==> src/rtl/decoder_pkg.sv <==
// Shared types and helpers for the scanning N-to-2^N decoder.
package decoder_pkg;

  localparam int unsigned MAX_SEL_W = 6;
  localparam int unsigned MAX_OUT_W = 64;

  typedef enum logic [1:0] {
    IDLE       = 2'd0,
    DIRECT     = 2'd1,
    SCAN_ON    = 2'd2,
    SCAN_BLANK = 2'd3
  } state_e;

  function automatic logic [MAX_OUT_W-1:0] onehot(input logic [MAX_SEL_W-1:0] sel);
    logic [MAX_OUT_W-1:0] v;
    v      = '0;
    v[sel] = 1'b1;
    return v;
  endfunction

  function automatic logic [MAX_OUT_W-1:0] polarity(input logic [MAX_OUT_W-1:0] v,
                                                    input logic active_low);
    return active_low ? ~v : v;
  endfunction

endpackage

==> src/rtl/decoder_onehot.sv <==
// Combinational SEL_W-to-2^SEL_W decode with line enable and output polarity.
module decoder_onehot
  import decoder_pkg::*;
#(
  parameter int unsigned SEL_W      = 3,
  parameter bit          ACTIVE_LOW = 1'b0,
  localparam int unsigned OUT_W     = 2 ** SEL_W
) (
  input  logic [SEL_W-1:0] sel,
  input  logic             en,
  output logic [OUT_W-1:0] lines_c
);

  logic [MAX_OUT_W-1:0] hot;

  always_comb begin
    hot     = en ? onehot(MAX_SEL_W'(sel)) : '0;
    lines_c = OUT_W'(polarity(hot, ACTIVE_LOW));
  end

endmodule

==> src/rtl/decoder_scan_nto2n.sv <==
// Registered one-hot decoder with valid/ready capture and an autonomous line-scan mode.
module decoder_scan_nto2n
  import decoder_pkg::*;
#(
  parameter int unsigned SEL_W      = 3,
  parameter int unsigned DWELL_W    = 8,
  parameter bit          ACTIVE_LOW = 1'b0,
  parameter bit          BLANK_EN   = 1'b1,
  localparam int unsigned OUT_W     = 2 ** SEL_W
) (
  input  logic               clk,
  input  logic               rst_n,
  input  logic               enable,
  input  logic               mode,
  input  logic               in_valid,
  output logic               in_ready,
  input  logic [SEL_W-1:0]   sel_in,
  input  logic [DWELL_W-1:0] dwell,
  output logic [OUT_W-1:0]   out,
  output logic               out_valid,
  output logic [SEL_W-1:0]   cur_sel,
  output logic               scan_wrap
);

  state_e               state, state_n;
  logic [DWELL_W-1:0]   cnt, cnt_n;
  logic [SEL_W-1:0]     sel_n;
  logic                 on_n;
  logic                 wrap_n;
  logic                 next_step;
  logic [OUT_W-1:0]     out_d;

  assign in_ready = enable & ~mode;

  // Next-state and next-output selection; disable overrides everything.
  always_comb begin
    state_n   = state;
    cnt_n     = cnt;
    sel_n     = cur_sel;
    on_n      = out_valid;
    wrap_n    = 1'b0;
    next_step = 1'b0;
    if (!enable) begin
      state_n = IDLE;
      cnt_n   = '0;
      sel_n   = '0;
      on_n    = 1'b0;
    end else if (!mode) begin
      cnt_n = '0;
      if (in_valid) begin
        state_n = DIRECT;
        sel_n   = sel_in;
        on_n    = 1'b1;
      end else if (state == SCAN_ON || state == SCAN_BLANK) begin
        state_n = DIRECT;
        on_n    = 1'b0;
      end
    end else begin
      unique case (state)
        IDLE, DIRECT: begin
          state_n = SCAN_ON;
          sel_n   = '0;
          on_n    = 1'b1;
          cnt_n   = dwell;
        end
        SCAN_ON: begin
          if (cnt != '0) begin
            cnt_n = cnt - DWELL_W'(1);
          end else if (BLANK_EN) begin
            state_n = SCAN_BLANK;
            on_n    = 1'b0;
          end else begin
            next_step = 1'b1;
          end
        end
        SCAN_BLANK: next_step = 1'b1;
        default:    state_n = IDLE;
      endcase
      // Step to the next line; index wraps naturally since OUT_W = 2^SEL_W.
      if (next_step) begin
        state_n = SCAN_ON;
        sel_n   = cur_sel + SEL_W'(1);
        on_n    = 1'b1;
        cnt_n   = dwell;
        wrap_n  = &cur_sel;
      end
    end
  end

  decoder_onehot #(
    .SEL_W      (SEL_W),
    .ACTIVE_LOW (ACTIVE_LOW)
  ) u_onehot (
    .sel     (sel_n),
    .en      (on_n),
    .lines_c (out_d)
  );

  always_ff @(posedge clk or negedge rst_n) begin
    if (!rst_n) begin
      state     <= IDLE;
      cnt       <= '0;
      out       <= {OUT_W{ACTIVE_LOW}};
      out_valid <= 1'b0;
      cur_sel   <= '0;
      scan_wrap <= 1'b0;
    end else begin
      state     <= state_n;
      cnt       <= cnt_n;
      out       <= out_d;
      out_valid <= on_n;
      cur_sel   <= sel_n;
      scan_wrap <= wrap_n;
    end
  end

endmodule

==> config.mk <==
export PLATFORM = sky130hd
export DESIGN_NAME = decoder_scan_nto2n
export DESIGN_NICKNAME = d
export VERILOG_FILES = /design/src/rtl/decoder_pkg.sv /design/src/rtl/decoder_onehot.sv /design/src/rtl/decoder_scan_nto2n.sv
export SDC_FILE = /design/constraint.sdc
export NUM_CORES = 1
export LEC_CHECK = 0
export CORE_MARGIN = 1.5
export CORE_UTILIZATION = 40
export CTS_BUF_LIST = sky130_fd_sc_hd__clkbuf_8
export DETAILED_ROUTE_END_ITERATION = 16
export PLACE_DENSITY = 0.68
export SLEW_MARGIN = 40
export SYNTH_ARGS = -nofsm -noshare
export SYNTH_HDL_FRONTEND = slang
export SYNTH_SLANG_ARGS = --single-unit
==> constraint.sdc <==
create_clock -name clk -period 1.9 [get_ports clk]
set_input_delay 0.285 -clock clk [delete_from_list [all_inputs] [get_ports clk]]
set_output_delay 0.285 -clock clk [all_outputs]
set_load 0.02 [all_outputs]
==> reports/qor.txt <==
Total power: 0.00108 W
Synth Area per Inst: 10.8 sq um
Hold Buf Count CTS: 0
Final net count: 169
First-pass GRT wire length: 4520 um
Yosys Warn Count: 0
Leakage dissipation: 0.750 nW
Global route total overflow: 0
Highest clock rate: 553 MHz
Placed Area: 1580 sq um
Synth Flop Type: dfrtp_1
Setup CP Type: register to register
Via-to-Cell Ratio: 5.33
Row cnt: 19
Register area share after synthesis: 48.7%
Worst setup path start: cur_sel[0]$_DFF_PN0_
Highest metal used: met4
Initial Util: 42.5%
Req. time, crit path: 2100 ps
Width of the chip: 57.3 um
Netlist cell types: 40
Synthesized instance count: 109
Later-pin clock latency in the skew report: 260 ps
Critical Path Source Type: register
Die Ht: 57.3 um
Design Area, Final: 1660 sq um
DR vias: 954
Post-synth design cell area: 1180 sq um
Reg2reg setup slack: 90 ps
Hold WS: 374 ps
TNS Setup: 0 ps
CP Buf/Inv Count: 0
Slowest cell delay on critical path: 410 ps
Worst slew margin: 74.5%
Port bufs: 29
Initial DRC Count: 21
Final hold vios: 0
Status: finished, final reports clean
Register Area: 577 sq um
Critical path endpoint category: register
Reg-to-Reg Start: cur_sel[0]$_DFF_PN0_
Final GP Congestion: 0.724
Max Slew Vio Count: 0
Clk root buf: clkbuf_8
Clk slew on worst S/H paths: 80 ps
Slowest CP cell: dfrtp_2
P&R area growth vs syn: 40.8%
Largest net degree at the start of global routing: 24
DP HPWL: 1950 um
Diode count: 0
RSZ-0062 raised after global routing: false
Slew @ Worst Pin: 382 ps
Synthesized net count: 129
Met2 Routed Length: 1350 um
Crit path DAT: 2010 ps
Worst min-delay path class: primary input to async pin
Die area: 3290 sq um
CTS max path bufs: 2
Worst R2R Path Depth: 6
# IOs: 30
CTS H-Tree Depth: 1
Final setup viols: 0
Delay-heaviest family, CP: compound AO/OA/AOI/OAI gates
WP depth: 6
Initial antenna violation count: 0
Min cycle time layout: 1810 ps
Ratio of cells with drive above 1 in the final layout: 21.6%
Max Cap Viol: 0
EDFF count, synth: 0
Clock buffer count from CTS: 3
Final WL: 2630 um
Pre-Repair DR Iteration Count: 4
Power Dens Cells: 648 nW/um^2
Total track usage: 17.6%
CTS tree: built
Drt drc: 0
DRT met1 WL: 1140 um
Detail Route Antenna Nets: 0
Worst Skew: 0.928 ps
VDD IR max: 0.000558 V
Core Box Area: 2780 sq um
Async S/R FF share, synth: 100%
Clk sinks: 23
Vias in the first global route: 1,053
CP cell instances: ha_2 -> ha_4 -> mux2_4 -> a32o_2 -> o21bai_4 -> and3b_1
# fillers: 249
Flops & latches, synth: 23
DR WL/cell: 14.7 um
Multi-input logic area: 612 sq um
Met3 wire len: 117 um
Crit-path max FO: 4
Crit share post-route: 95.2%
worst register-to-register path: stages, from the launching register on:
cell and delay (ps):
dfrtp_2 410, ha_2 200, ha_4 210, mux2_4 250
a32o_2 290, o21bai_4 190, and3b_1 210
sequential cells by signal, summed over array words and instances, names as in the netlist:
| register | flops |
|---|---|
| cnt | 8 |
| cur_sel | 3 |
| scan_wrap | 1 |
| state | 2 |
| out_valid | 1 |
| out | 8 |
Yosys cell counts, types with 3 or more instances:
cell type / n / area share [%]
buf_2: 4 / 1.7
dfrtp_1: 23 / 49
nor2_1: 9 / 2.9
a211oi_1: 3 / 1.9
nor3b_1: 4 / 2.5
nand2_1: 6 / 1.9
xnor2_1: 5 / 3.7
nor2b_1: 3 / 1.6
inv_1: 4 / 1.3
ha_1: 4 / 4.2
nand3_1: 5 / 2.1
through the flow:
step / utilization (%) / setup WS [ps] / std cells
floorplan: - / 14.9 / 109
global placement: 57.0 / 7.24 / 175
detailed placement: 57.0 / 10.2 / 175
CTS: 58.9 / 0.0878 / 179
global route: 59.8 / 34.0 / 179
finish: 59.8 / 91.1 / 179
per-layer routing:
layer | global-route usage, % | up-vias
met5 | 0 | -
met4 | 5.98 | 0
met3 | 3.40 | 2
met2 | 31.0 | 16
met1 | 21.5 | 469
li1 | - | 467
area by class of cell:
cell class                      count  area share [%]
Multi-Input combinational cell     77            36.8
Sequential cell                    23            34.7
Timing Repair Buffer               40            22.6
Clock buffer                        3            2.48
Tap cell                           31            2.33
Inverter                            4           0.903
Clock inverter                      1           0.226
timing repair:
| item | CTS | global route |
|---|---|---|
| resized for setup | 3 | 4 |
| setup endpoints to repair | 4 | 4 |
| buffers inserted | 0 | 0 |
| pin swaps | 1 | 1 |
logic make-up (layout without fill, tap and decap cells):
kind of cell / after synthesis / count (layout) / share of synthesized area [%]
simple gates: 41 / 41 / 21.2
mux: 4 / 4 / 3.71
xor+xnor: 7 / 7 / 5.19
fa+ha+maj: 4 / 4 / 4.24
compound gates: 21 / 21 / 13.7
buf+inv: 9 / 48 / 3.28
flops: 23 / 23 / 48.7
power by group:
group          internal, W  switching, W  leakage, nW
logic             0.000132      0.000119        0.414
clock network     0.000144      0.000147       0.0269
registers         0.000511     0.0000257        0.309
total             0.000786      0.000292        0.750
path summary, 6_finish.rpt:
check	endpoint
worst min-delay path	cnt[4]$_DFFE_PN0P_
worst max register to register	out[2]$_DFF_PN0_
worst max-delay path	out[2]$_DFF_PN0_
min in group clk	cnt[1]$_DFFE_PN0P_
worst min register to register	cnt[7]$_DFFE_PN0P_
max in group asynchronous	cur_sel[0]$_DFF_PN0_
placed cells by master, fill, tap and decap left out, types with 3 or more instances in the layout:
cell             instances
dfrtp_1                 22
nand3_1                  5
xnor2_1                  5
a211oi_1                 3
clkbuf_8                 3
nor2b_1                  3
nand2_1                  6
nor2_1                   9
buf_4                   11
inv_1                    5
clkdlybuf4s50_1         28
No activity file was read; power rests on OpenSTA's default activity.
